===== config.mk =====
export PLATFORM = sky130hd
export DESIGN_NAME = sum_acc
export DESIGN_NICKNAME = d
export VERILOG_FILES = /design/src/rtl/sum_acc.sv
export SDC_FILE = /design/constraint.sdc
export NUM_CORES = 1
export LEC_CHECK = 0
export ABC_AREA = 1
export BUFFER_PORTS_ARGS = -buffer_cell sky130_fd_sc_hd__buf_2
export CORE_MARGIN = 2
export CORE_UTILIZATION = 35
export DETAILED_ROUTE_END_ITERATION = 6
export SLEW_MARGIN = 20
export SYNTH_ARGS = -nofsm -noshare
export SYNTH_HDL_FRONTEND = slang
export SYNTH_SLANG_ARGS = --single-unit

===== constraint.sdc =====
create_clock -name clk -period 2.2 [get_ports clk]
set_clock_uncertainty 0.05 [all_clocks]
set_input_delay 0.11 -clock clk [delete_from_list [all_inputs] [get_ports clk]]
set_output_delay 0.11 -clock clk [all_outputs]
set_load 0.02 [all_outputs]

===== src/rtl/sum_acc.sv =====
`default_nettype none
// ============================================================================
// Module   : sum_acc
// Brief    : Burst accumulator for {c_out, sum} adder results. Sums COUNT
//            words into an exact-width total and counts carried-out words.
// Revision : 1.0 - initial release
// ============================================================================
module sum_acc #(
    parameter int WIDTH = 4,
    parameter int COUNT = 4,
    localparam int ACC_W = WIDTH + 1 + $clog2(COUNT),
    localparam int CNT_W = $clog2(COUNT + 1)
) (
    input  logic             clk,
    input  logic             rst_n,
    input  logic             in_valid,
    input  logic [WIDTH-1:0] in_sum,
    input  logic             in_c_out,
    output logic             in_ready,
    input  logic             flush,
    output logic             out_valid,
    input  logic             out_ready,
    output logic [ACC_W-1:0] out_total,
    output logic [CNT_W-1:0] out_carries
);

    typedef enum logic [1:0] {
        ST_IDLE = 2'd0,
        ST_ACC  = 2'd1,
        ST_DONE = 2'd2
    } state_t;

    localparam logic [CNT_W-1:0] LAST_IDX = CNT_W'(COUNT - 1);

    state_t             state_q, state_d;
    logic [ACC_W-1:0]   acc_q, acc_d;
    logic [CNT_W-1:0]   words_q, words_d;
    logic [CNT_W-1:0]   carries_q, carries_d;

    logic [ACC_W-1:0]   w_word;
    logic [CNT_W-1:0]   w_carry;

    assign w_word  = {{(ACC_W-WIDTH-1){1'b0}}, in_c_out, in_sum};
    assign w_carry = {{(CNT_W-1){1'b0}}, in_c_out};

    always_comb begin
        state_d   = state_q;
        acc_d     = acc_q;
        words_d   = words_q;
        carries_d = carries_q;
        case (state_q)
            ST_IDLE: begin
                acc_d     = '0;
                words_d   = '0;
                carries_d = '0;
                if (!flush && in_valid) begin
                    acc_d     = w_word;
                    words_d   = CNT_W'(1);
                    carries_d = w_carry;
                    state_d   = ST_ACC;
                end
            end
            ST_ACC: begin
                // Flush wins over a word presented in the same cycle.
                if (flush) begin
                    acc_d     = '0;
                    words_d   = '0;
                    carries_d = '0;
                    state_d   = ST_IDLE;
                end else if (in_valid) begin
                    acc_d     = acc_q + w_word;
                    words_d   = words_q + CNT_W'(1);
                    carries_d = carries_q + w_carry;
                    if (words_q == LAST_IDX) begin
                        state_d = ST_DONE;
                    end
                end
            end
            ST_DONE: begin
                if (out_ready) begin
                    acc_d     = '0;
                    words_d   = '0;
                    carries_d = '0;
                    state_d   = ST_IDLE;
                end
            end
            default: begin
                acc_d     = '0;
                words_d   = '0;
                carries_d = '0;
                state_d   = ST_IDLE;
            end
        endcase
    end

    always_ff @(posedge clk) begin
        if (!rst_n) begin
            state_q   <= ST_IDLE;
            acc_q     <= '0;
            words_q   <= '0;
            carries_q <= '0;
        end else begin
            state_q   <= state_d;
            acc_q     <= acc_d;
            words_q   <= words_d;
            carries_q <= carries_d;
        end
    end

    assign in_ready    = (state_q != ST_DONE);
    assign out_valid   = (state_q == ST_DONE);
    assign out_total   = acc_q;
    assign out_carries = carries_q;

endmodule
`default_nettype wire


==> out/results.ini <==
[synth]
yosys.area_share.xor_xnor_pct=1.813
synth_cells=130
yosys.area_share.simple_pct=33.03
muxShareOfSynthArea_pct=0
yosys.area.top_type=dfxtp_1
synth_seq_cells=15
synth.most_common_cell=nand2_1
syn_nets=150
syn_area_um2=965.9
netlist_top_cells_count=nand2_1, dfxtp_1, inv_1
synth.distinct_cells=22
synth_top_area_share_pct=31.09
synth_flop_cell=dfxtp_1
synth-edff-count=0
synth.avg_cell_area_um2=7.430
synth-async-reset-ratio_pct=0
synth_area_leaders=dfxtp_1, nand2_1, ha_1
synthAdderAreaFrac_pct=13.73
ys_warn_count=0
synth_compound_area_share_pct=12.56
synth-seq-area-share_pct=31.09
synth_top_family_by_area=simple AND/OR/NAND/NOR gates

[placed_design]
dp_cells=180
dp_hpwl_um=1554
port_buffers=21
gp_congestion=0.7549
place_ws_ps=596.6

[die]
core_area_um2=2686
ios=22
start_util_pct=35.96
die_h_um=56.54
die_x_um=56.54
die-area_um2=3196
rows=19

[setup_path]
cp_slowest_cell=fa_1
r2r_cells=8
required_ps=2350
cp-start-kind=flip-flop
arrival_ps=1780
reg2reg_to=out_total[6]
slowest_delay_ps=410
cpMostUsedCell=nand2_1
crit_fanout=3
endpoint=out_total[6]
crit_chain=ha_1, fa_1, nand2_1, nand2_1, nand3_1, a21boi_0, a21oi_1, nor2_1
r2r_slack_ps=570
critical_path_class=flip-flop to flip-flop
cp-startpoint=out_total[0]
worstReg2RegStart=out_total[0]
end_kind=flip-flop

[routing]
topRoutingLayerUsed=met4
drc=0
wl_met2_um=976
route.layer.met1.wl_um=940
met3_length_um=81
routedWlPerCell_um=11.13
firstDrtPassIters=4
drtIter0Drc=17
drt-total-wl_um=2048
viasPerCell=4.772
drtAntennaViolNets=0
num_vias=878

[timing]
fin_hold_ws_ps=24.25
hold_viol_final=0
tns_ps=0
timing.slew.headroom_pct=77.51
drv_slew=0
rsz0062_at_grt=false
timing.fmax_mhz=614.4
period_needed_ps=1628
worst_slew_pin_slew_ps=337.3
fin_crit_sh_pct=73.99
setup_violations=0
fin_ws_ps=572.3

[clocking]
worstSkewPairLatency_ps=290
cts.sinks=15
cts_buffers=3
post_cts_resized=0
postCtsSetupBuffers=0
htreeDepth=1
cts_root_buffer=clkbuf_4
hold_buffers=0
cts_tree=done
path_clk_slew_ps=100
cts_buffer_depth=2

[global_route]
grt_pass1_vias=831
grt_max_degree=15
antenna_found_initial=0
grt_pass1_wl_um=3643
grt.overflow.total=0
grtUsageTotal_pct=14.54

[run_status]
outcome=finished, final reports clean

[power]
power_density_nw_per_um2=498.9
vdd_drop_max_mv=0.3059
cellLeakagePower_uw=0.0005651

[cells_and_area]
nets=174
area_growth_pct=15.29
final_layout_size_suffix_gt1_share_pct=23.53
fin_cells=184
num_antenna_cells=0
final_core_util_pct=41.45

[min_path]
worstHoldPathType=input pin to flip-flop

[job]
cap_violations=0

through the flow:
step	power, uW	cell area [um^2]
floorplan	364.1	965.9
global placement	390.7	1087
detailed placement	393.1	1087
CTS	566.0	1114
global route	591.5	1114
finish	555.6	1114
worst min-delay path by stage:
stage / from / end / slack (ps) / cells past startpoint
finish: rst_n / state_q[0] / 20 / 3
global route: rst_n / state_q[0] / 60 / 3
CTS: rst_n / state_q[0] / 20 / 3
detailed placement: rst_n / state_q[0] / 340 / 3
global placement: rst_n / state_q[0] / 320 / 3
floorplan: rst_n / state_q[0] / 190 / 2
cell type report:
class | count | area (um^2)
clock buffers | 4 | 26.28
fillers | 299 | 1573
inverters | 14 | 52.55
multi-input cells | 99 | 590.6
flip-flops and latches | 15 | 300.3
well taps | 31 | 38.79
repair buffers | 21 | 105.1
logic make-up (layout without fill, tap and decap cells):
| logic type | count (synthesis) | in the layout |
|---|---|---|
| compound gates | 20 | 20 |
| xor+xnor | 2 | 2 |
| fa+ha+maj | 10 | 10 |
| buf+inv | 16 | 39 |
| flops | 15 | 15 |
| simple gates | 67 | 67 |
critical path, delay by kind of cell (launching register included):
| family | cells | cell delay (ps) |
|---|---|---|
| DFF | 1 | 330 |
| adders and majority gates | 2 | 620 |
| AOI/OAI and AO/OA | 2 | 250 |
| and+or+nand+nor | 4 | 280 |
report_power, final:
group	internal [uW]	total, uW	switching [uW]	leakage (uW)
sequential	280	286	6.85	0.000122
clock	70.7	169	98.4	0.0000150
combinational	36.9	100	63.1	0.000428
cell usage in the layout (no fill, tap or decap), drive strengths merged, types with 4 or more instances in the layout:
| cell | netlist | final |
|---|---|---|
| ha | 9 | 9 |
| inv | 13 | 13 |
| nor2 | 12 | 12 |
| nand2 | 42 | 42 |
| a21oi | 12 | 12 |
| o21ai | 7 | 7 |
| buf | 2 | 21 |
| nand3 | 11 | 11 |
| clkbuf | 0 | 4 |
| dfxtp | 15 | 15 |
registers in the layout (all words and copies together), names as in the netlist:
| signal | cells |
|---|---|
| words_q | 3 |
| out_carries | 3 |
| out_total | 7 |
| state_q | 2 |
per-layer routing:
metal  global-route usage, %  up-vias
met2                   23.75       13
met4                   7.143        0
met1                   17.87      395
met5                       0        -
li1                        -      465
met3                   3.226        5
(Power assumes the default switching activity.)
